--- config.mk ---
export PLATFORM = sky130hd
export DESIGN_NAME = calc_sequencer
export DESIGN_NICKNAME = d
export VERILOG_FILES = /design/src/rtl/calc_pkg.sv /design/src/rtl/idle_timer.sv /design/src/rtl/calc_sequencer.sv
export SDC_FILE = /design/constraint.sdc
export NUM_CORES = 1
export LEC_CHECK = 0
export CORE_MARGIN = 8
export CORE_UTILIZATION = 40
export DETAILED_ROUTE_END_ITERATION = 8
export PLACE_DENSITY = 0.74
export SYNTH_ARGS = -nofsm -noshare
export SYNTH_HDL_FRONTEND = slang
export SYNTH_SLANG_ARGS = --single-unit
--- constraint.sdc ---
create_clock -name clk -period 4.95 [get_ports clk]
set_clock_uncertainty 0.15 [all_clocks]
set_input_delay 0.99 -clock clk [delete_from_list [all_inputs] [get_ports clk]]
set_output_delay 0.99 -clock clk [all_outputs]
set_load 0.05 [all_outputs]
--- src/rtl/calc_pkg.sv ---
// -----------------------------------------------------------------------------
// calc_pkg
// Shared definitions for the keypad calculator sequencer: FSM state encoding,
// key codes, register-file addresses, ALU operation encodings and small
// key-classification helpers.
// -----------------------------------------------------------------------------
package calc_pkg;

    typedef enum logic [2:0] {
        ST_IDLE   = 3'd0,
        ST_GOT_A  = 3'd1,
        ST_GOT_OP = 3'd2,
        ST_GOT_B  = 3'd3,
        ST_EXEC   = 3'd4,
        ST_WB     = 3'd5,
        ST_DONE   = 3'd6
    } state_t;

    // Default key codes for the two command keys.
    localparam logic [3:0] KEY_EQ_CODE  = 4'hE;
    localparam logic [3:0] KEY_CLR_CODE = 4'hF;

    // Register-file slots used by the sequencer (R3 is never written).
    localparam logic [1:0] REG_A   = 2'd0;
    localparam logic [1:0] REG_B   = 2'd1;
    localparam logic [1:0] REG_RES = 2'd2;

    // ALU_Sel encodings.
    localparam logic [1:0] ALU_ADD = 2'b00;
    localparam logic [1:0] ALU_SUB = 2'b01;
    localparam logic [1:0] ALU_AND = 2'b10;
    localparam logic [1:0] ALU_OR  = 2'b11;

    function automatic logic is_digit(input logic [3:0] code);
        return (code <= 4'd9);
    endfunction

    function automatic logic is_op_key(input logic [3:0] code);
        return (code >= 4'hA) && (code <= 4'hD);
    endfunction

    // Keys A..D map onto the four ALU operations in order.
    function automatic logic [1:0] key_to_op(input logic [3:0] code);
        logic [1:0] op;
        case (code)
            4'hA:    op = ALU_ADD;
            4'hB:    op = ALU_SUB;
            4'hC:    op = ALU_AND;
            default: op = ALU_OR;
        endcase
        return op;
    endfunction

endpackage

--- src/rtl/idle_timer.sv ---
// -----------------------------------------------------------------------------
// idle_timer
// Saturating idle counter. Counts clock cycles while 'run' is high and 'clear'
// is low; any clear (or run low) restarts it from zero. 'expired' is high in
// the cycle where the count equals max-1, so with max=N the N-th consecutive
// idle cycle is the expiry cycle. max=0 disables expiry entirely.
// Ports:
//   clk      in   system clock, rising edge
//   reset    in   synchronous active-high reset
//   clear    in   restart the count from zero
//   run      in   count enable
//   max      in   timeout length in cycles (0 = never)
//   expired  out  timeout reached this cycle
// -----------------------------------------------------------------------------
module idle_timer #(
    parameter int WIDTH = 24
) (
    input  logic             clk,
    input  logic             reset,
    input  logic             clear,
    input  logic             run,
    input  logic [WIDTH-1:0] max,
    output logic             expired
);

    logic [WIDTH-1:0] r_count;

    always_ff @(posedge clk) begin
        if (reset || clear || !run) begin
            r_count <= '0;
        end else if (r_count != '1) begin
            r_count <= r_count + 1'b1;
        end
    end

    assign expired = run && (max != '0) && (r_count == (max - 1'b1));

endmodule

--- src/rtl/calc_sequencer.sv ---
// -----------------------------------------------------------------------------
// calc_sequencer
// Control FSM for the keypad -> register bank -> ALU calculator. Consumes key
// events from the keypad encoder, writes operand A to R0 and operand B to R1,
// runs the ALU and writes the result to R2, and drives the register-file read
// addresses and ALU_Sel.
// Ports:
//   clk, reset         clock / synchronous active-high reset
//   key_valid,key_code one-cycle key event and its code
//   alu_result,alu_zero ALU output and zero flag (combinational from raddrs)
//   rf_we,rf_waddr     register-file write strobe and address
//   rf_wsel            write-data mux: 0 = key digit, 1 = alu_result
//   rf_raddr_a/b       register-file read addresses
//   alu_sel            ALU operation select
//   busy               high in EXEC/WB; keys are dropped
//   result_valid       high in DONE
//   result, zero       values latched in WB
//   err                sticky misplaced-EQ flag, cleared by next accepted key
// -----------------------------------------------------------------------------
module calc_sequencer
    import calc_pkg::*;
#(
    parameter logic [23:0] TIMEOUT_CYCLES = 24'd10_000_000,
    parameter logic [3:0]  KEY_EQ         = KEY_EQ_CODE,
    parameter logic [3:0]  KEY_CLR        = KEY_CLR_CODE
) (
    input  logic       clk,
    input  logic       reset,
    input  logic       key_valid,
    input  logic [3:0] key_code,
    input  logic [7:0] alu_result,
    input  logic       alu_zero,
    output logic       rf_we,
    output logic [1:0] rf_waddr,
    output logic       rf_wsel,
    output logic [1:0] rf_raddr_a,
    output logic [1:0] rf_raddr_b,
    output logic [1:0] alu_sel,
    output logic       busy,
    output logic       result_valid,
    output logic [7:0] result,
    output logic       zero,
    output logic       err
);

    state_t     r_state;
    state_t     w_state_next;
    logic [1:0] r_op;
    logic [1:0] w_op_next;
    logic [1:0] r_a_src;
    logic [1:0] w_a_src_next;
    logic       r_err;
    logic       w_err_next;
    logic [7:0] r_result;
    logic       r_zero;

    logic       w_is_digit;
    logic       w_is_eq;
    logic       w_is_clr;
    logic       w_is_op;
    logic       w_expired;
    logic       w_timer_run;
    logic       w_timer_clear;

    assign w_is_eq    = (key_code == KEY_EQ);
    assign w_is_clr   = (key_code == KEY_CLR);
    assign w_is_digit = is_digit(key_code) && !w_is_eq && !w_is_clr;
    assign w_is_op    = is_op_key(key_code) && !w_is_eq && !w_is_clr;

    // Only the operand-entry states time out; DONE and IDLE wait forever.
    assign w_timer_run   = (r_state == ST_GOT_A) || (r_state == ST_GOT_OP) ||
                           (r_state == ST_GOT_B);
    assign w_timer_clear = key_valid || (w_state_next != r_state);

    idle_timer #(
        .WIDTH (24)
    ) u_idle_timer (
        .clk     (clk),
        .reset   (reset),
        .clear   (w_timer_clear),
        .run     (w_timer_run),
        .max     (TIMEOUT_CYCLES),
        .expired (w_expired)
    );

    // State register.
    always_ff @(posedge clk) begin
        if (reset) begin
            r_state <= ST_IDLE;
        end else begin
            r_state <= w_state_next;
        end
    end

    // Next-state logic, plus next values of the operation/source/err context
    // that travels with the state.
    always_comb begin
        w_state_next = r_state;
        w_op_next    = r_op;
        w_a_src_next = r_a_src;
        w_err_next   = r_err;
        case (r_state)
            ST_EXEC: w_state_next = ST_WB;
            ST_WB:   w_state_next = ST_DONE;
            default: begin
                if (key_valid) begin
                    if (w_is_clr) begin
                        w_state_next = ST_IDLE;
                        w_err_next   = 1'b0;
                    end else begin
                        case (r_state)
                            ST_IDLE: begin
                                if (w_is_digit) begin
                                    w_state_next = ST_GOT_A;
                                    w_err_next   = 1'b0;
                                end else if (w_is_eq) begin
                                    w_err_next = 1'b1;
                                end
                            end
                            ST_GOT_A: begin
                                if (w_is_digit) begin
                                    w_err_next = 1'b0;
                                end else if (w_is_op) begin
                                    w_op_next    = key_to_op(key_code);
                                    w_a_src_next = REG_A;
                                    w_state_next = ST_GOT_OP;
                                    w_err_next   = 1'b0;
                                end else if (w_is_eq) begin
                                    w_err_next = 1'b1;
                                end
                            end
                            ST_GOT_OP: begin
                                if (w_is_op) begin
                                    w_op_next  = key_to_op(key_code);
                                    w_err_next = 1'b0;
                                end else if (w_is_digit) begin
                                    w_state_next = ST_GOT_B;
                                    w_err_next   = 1'b0;
                                end else if (w_is_eq) begin
                                    w_err_next = 1'b1;
                                end
                            end
                            ST_GOT_B: begin
                                if (w_is_digit) begin
                                    w_err_next = 1'b0;
                                end else if (w_is_eq) begin
                                    w_state_next = ST_EXEC;
                                    w_err_next   = 1'b0;
                                end
                            end
                            ST_DONE: begin
                                if (w_is_digit) begin
                                    w_a_src_next = REG_A;
                                    w_state_next = ST_GOT_A;
                                    w_err_next   = 1'b0;
                                end else if (w_is_op) begin
                                    // Chain: the previous result becomes operand A.
                                    w_op_next    = key_to_op(key_code);
                                    w_a_src_next = REG_RES;
                                    w_state_next = ST_GOT_OP;
                                    w_err_next   = 1'b0;
                                end else if (w_is_eq) begin
                                    w_state_next = ST_EXEC;
                                    w_err_next   = 1'b0;
                                end
                            end
                            default: ;
                        endcase
                    end
                end else if (w_expired) begin
                    w_state_next = ST_IDLE;
                    w_err_next   = 1'b0;
                end
            end
        endcase
    end

    // Context and result registers.
    always_ff @(posedge clk) begin
        if (reset) begin
            r_op     <= ALU_ADD;
            r_a_src  <= REG_A;
            r_err    <= 1'b0;
            r_result <= 8'd0;
            r_zero   <= 1'b0;
        end else begin
            r_op    <= w_op_next;
            r_a_src <= w_a_src_next;
            r_err   <= w_err_next;
            if (r_state == ST_WB) begin
                r_result <= alu_result;
                r_zero   <= alu_zero;
            end
        end
    end

    // Output logic. Everything is forced low while reset is asserted so a
    // reset landing in WB cannot complete the R2 write in that cycle.
    always_comb begin
        rf_we        = 1'b0;
        rf_waddr     = REG_A;
        rf_wsel      = 1'b0;
        rf_raddr_a   = 2'd0;
        rf_raddr_b   = 2'd0;
        alu_sel      = 2'd0;
        busy         = 1'b0;
        result_valid = 1'b0;
        if (!reset) begin
            // Read addresses track the context live; it is stable in EXEC/WB.
            rf_raddr_a   = r_a_src;
            rf_raddr_b   = REG_B;
            alu_sel      = r_op;
            busy         = (r_state == ST_EXEC) || (r_state == ST_WB);
            result_valid = (r_state == ST_DONE);
            case (r_state)
                ST_EXEC: ;
                ST_WB: begin
                    rf_we    = 1'b1;
                    rf_waddr = REG_RES;
                    rf_wsel  = 1'b1;
                end
                default: begin
                    if (key_valid && w_is_digit) begin
                        rf_we    = 1'b1;
                        rf_waddr = ((r_state == ST_GOT_OP) || (r_state == ST_GOT_B))
                                   ? REG_B : REG_A;
                    end
                end
            endcase
        end
    end

    assign result = r_result;
    assign zero   = r_zero;
    assign err    = r_err;

endmodule
==> flow_results.org <==
** Run status
- Outcome :: complete, no violations

** Timing
- Final max-slew violation count :: 0
- Rel. slew slack :: 26.4%
- Final worst path period need :: 4.32 ns
- At the pin with the least slew margin, the transition time is 1.09 ns.
- Final setup violation count :: 0
- Final period util :: 87.3%
- For the final routed database, the setup TNS stands at 0 ns.
- Highest attainable clock frequency :: 0.231 GHz
- Hold timing on the final database bottoms out at a slack of 0.298 ns.
- Setup repair after global routing left no endpoint under its margin.
- The number of hold-slack violations in the final timing report is 0.

** Global routing
- The first global-routing pass estimated 8.95 mm of wire.
- Summed over all layers, the global routing overflow is 0.
- Vias in the first global route :: 1834
- Total global-route track usage :: 13.1%
- Largest net degree at the start of global routing :: 22
- Number of antenna violations at the first check in global routing :: 0

** CTS
- Once the clock tree was built, the resizer swapped 0 gates to a different size.
- Buffers from clock root to sink, at most :: 2
- Clock sink total :: 40
- Buffers inserted during clock tree synthesis total 5.
- CTS tree :: done
- Total of hold buffers inserted after clock tree synthesis :: 0
- Cell at the root of the clock tree :: sky130_fd_sc_hd__clkbuf_8
- The clock tree synthesis step divided the H-tree into 2 levels.
- Insertion delay to the later sink of the worst-skew pair :: 0.29 ns
- In this run the post-CTS setup repair buffer count came out at 0.
- Clock-pin slew was measured on the worst setup and hold paths at 0.08 ns.

** Detailed routing
- Detail-routed net length per standard cell :: 13.6 um
- Once detail routing completed, the nets flagged for antenna violations numbered 0.
- For this block, the initial DRC count from the detailed router was 141.
- Vias :: 2096
- Detailed Route WL :: 5.29 mm
- In the routed design, unresolved DRC markers number 0.
- DRT Pass-1 Iters :: 4
- Dividing the detail-routed via count by the number of cells gives 5.40.

** Layout
- Count of non-filler cells in the finished layout :: 388
- Leaving out fill and tap cells, the most frequent cell in the layout is sky130_fd_sc_hd__dfxtp_1.
- Most used cells in the layout excluding fill and tap cells :: sky130_fd_sc_hd__dfxtp_1, sky130_fd_sc_hd__clkdlybuf4s50_1, sky130_fd_sc_hd__nor2_1
- Relative to the synthesized area, the layout overhead comes to 23.7%.
- Antenna Cells :: 0
- In the final design database the tool counted 332 nets.
- The finished cells cover 2730 sq um.
- Ratio of cells with drive above 1 in the final layout :: 8.54%

** Yosys
- Synth top area cells :: sky130_fd_sc_hd__dfxtp_1, sky130_fd_sc_hd__nor2_1, sky130_fd_sc_hd__a21oi_1
- Count of warnings emitted by yosys :: 0
- In the synthesized netlist the async set-or-reset flop fraction comes to 0%.
- EDFF count, synth :: 0
- Of the total synthesized cell area, the portion taken by XOR and XNOR cells is 6.74%.
- Of the synthesized area, sequential elements account for 36.2%.
- The cell count after synthesis came out at 284.
- The cell area that synthesis handed to floorplanning was 2210 sq um.
- Simple-gate share of the synthesized area :: 33.2%
- Average cell area after synthesis :: 7.78 sq um
- Largest area contributor in the netlist :: sky130_fd_sc_hd__dfxtp_1
- Post-synth top area share :: 36.2%
- After Yosys synthesis, full adders, half adders and majority gates account for 0.566% of the synthesized area.
- Fraction of synthesized area in multiplexers :: 2.38%
- By area, the combinational part of the netlist is dominated by simple AND/OR/NAND/NOR gates.
- Primary flip-flop cell chosen by synthesis mapping :: sky130_fd_sc_hd__dfxtp_1
- Counting flops and latches in the post-synthesis netlist gives 40.
- Number of library cell types mapped by synthesis :: 52
- Fraction of the mapped netlist area in compound gates :: 15.7%

** Placed design
- Routability-driven placement finished with a final weighted congestion of 0.863.
- Detailed placement ended at an HPWL of 3.87 mm.
- Total instance count after detailed placement :: 380
- Number of buffers inserted by port buffering :: 35
- Post-Place Cell Area :: 2610 sq um

** Floorplanning
- For this design the top-level I/O count stands at 38.
- The core region is 5410 sq um.
- The floorplan step set the die height to 90.3 um.
- Chip Width :: 90.3 um
- The initial utilization of the core area, before any placement, comes to 40.9%.
- Standard-cell rows :: 27
- Full die area :: 8160 sq um

** Worst setup path
- Among the stages of the critical path, the cell type that occurs most often is sky130_fd_sc_hd__clkdlybuf4s50_1.
- The worst setup path is captured at an output port.
- CP max stage delay :: 0.86 ns
- Of all nets on the critical path, the largest fanout is 7.
- Slowest stage cell on the critical path :: sky130_fd_sc_hd__clkdlybuf4s50_1
- Data arrival time at the worst-slack endpoint :: 3.18 ns
- Traced cell by cell, the critical path runs through clkdlybuf4s50_1, o21ai_0, nand3_1, a21oi_1, clkdlybuf4s50_1.
- Together, buffers and inverters on the worst path number 2.
- The critical path in this run is classified as in2out.
- Type of origin of the critical path :: input port
- Cell class contributing the biggest share of worst-path delay :: buffers and inverters
- CP required :: 3.81 ns

** Pwr
- Dividing total power by cell area gives a power density of 244 nW/um^2.
- Total power :: 666 uW
- Total leakage power :: 0.000802 uW
- VDD IR-drop max :: 0.166 mV

** Min path
- Class of the tightest hold or removal check :: reg2reg

** Job
- Max-cap violation count :: 0
[logic make-up (layout without fill, tap and decap cells)]
logic type / Yosys count / after routing
multiplexers: 5 / 5
XOR/XNOR: 17 / 17
flip-flops: 40 / 40
AO/OA/AOI/OAI: 55 / 55
AND/OR/NAND/NOR: 141 / 141
adder cells (fa/ha/maj): 1 / 1
other: 1 / 2
buffers and inverters: 24 / 55
[power by group]
group / switching [uW] / internal [uW]
sequential: 1.35 / 323
clock: 110 / 178
combinational: 32.1 / 21.8
total: 143 / 523
[registers in the layout, summed over array words and instances (netlist names)]
| register | flops |
|---|---|
| u_idle_timer.r_count | 24 |
| result | 8 |
| r_state | 3 |
| r_op | 2 |
| err | 1 |
| r_a_src | 1 |
| zero | 1 |
[metrics by stage]
stage	utilization (%)	worst slack (ns)
final	50.6	0.630
after global routing	50.6	0.429
after CTS	50.6	0.619
after detailed placement	48.2	0.646
after global placement	48.2	0.695
after floorplan	-	1.13
[per-layer routing]
layer	routed length, um	GRT usage (%)	vias to the layer above
met2	2580	21.3	57
met3	281	3.49	6
met4	80	4.99	0
li1	-	-	1069
met5	0	0	-
met1	2350	16.2	964
[worst reg2reg max path, stage by stage (launching register included)]
cell and delay [ns]:
sky130_fd_sc_hd__dfxtp_1 0.37, sky130_fd_sc_hd__ha_1 0.19, sky130_fd_sc_hd__nand2_1 0.10, sky130_fd_sc_hd__nor4_1 0.93
sky130_fd_sc_hd__a2111oi_0 0.30, sky130_fd_sc_hd__xnor2_1 0.20, sky130_fd_sc_hd__nor2_1 0.05
[Yosys cell counts, drive strengths merged (4+ instances only)]
library cell   n
nor4           9
nand2b         4
or4            5
dfxtp         40
clkbuf        11
nand2         33
nor2b          4
xor2           4
inv            7
o21ai         11
a211oi         5
buf            6
xnor2         13
nor2          35
nor3           8
or3            4
a21oi         25
nand3         23
[final cells by class]
class,instances,area [sq um]
Fill cell,533,2670
Multi-Input combinational cell,221,1300
Sequential cell,40,801
Timing Repair Buffer,40,388
Clock buffer,7,96.3
Tap cell,72,90.1
Clock inverter,1,30.0
Inverter,7,26.3
[final timing paths]
check                                                           from                              endpoint  slack [ns]  cells past startpoint
worst min-delay path                         r_a_src[1]$_SDFFE_PP0P_               r_a_src[1]$_SDFFE_PP0P_        0.30                      2
worst min register to register               r_a_src[1]$_SDFFE_PP0P_               r_a_src[1]$_SDFFE_PP0P_        0.30                      2
worst max-delay path                                     key_code[1]                                 rf_we        0.63                      5
worst max register to register  u_idle_timer.r_count[0]$_SDFFE_PP0P_  u_idle_timer.r_count[9]$_SDFFE_PP0P_        2.54                      6
(Power assumes the default switching activity.)
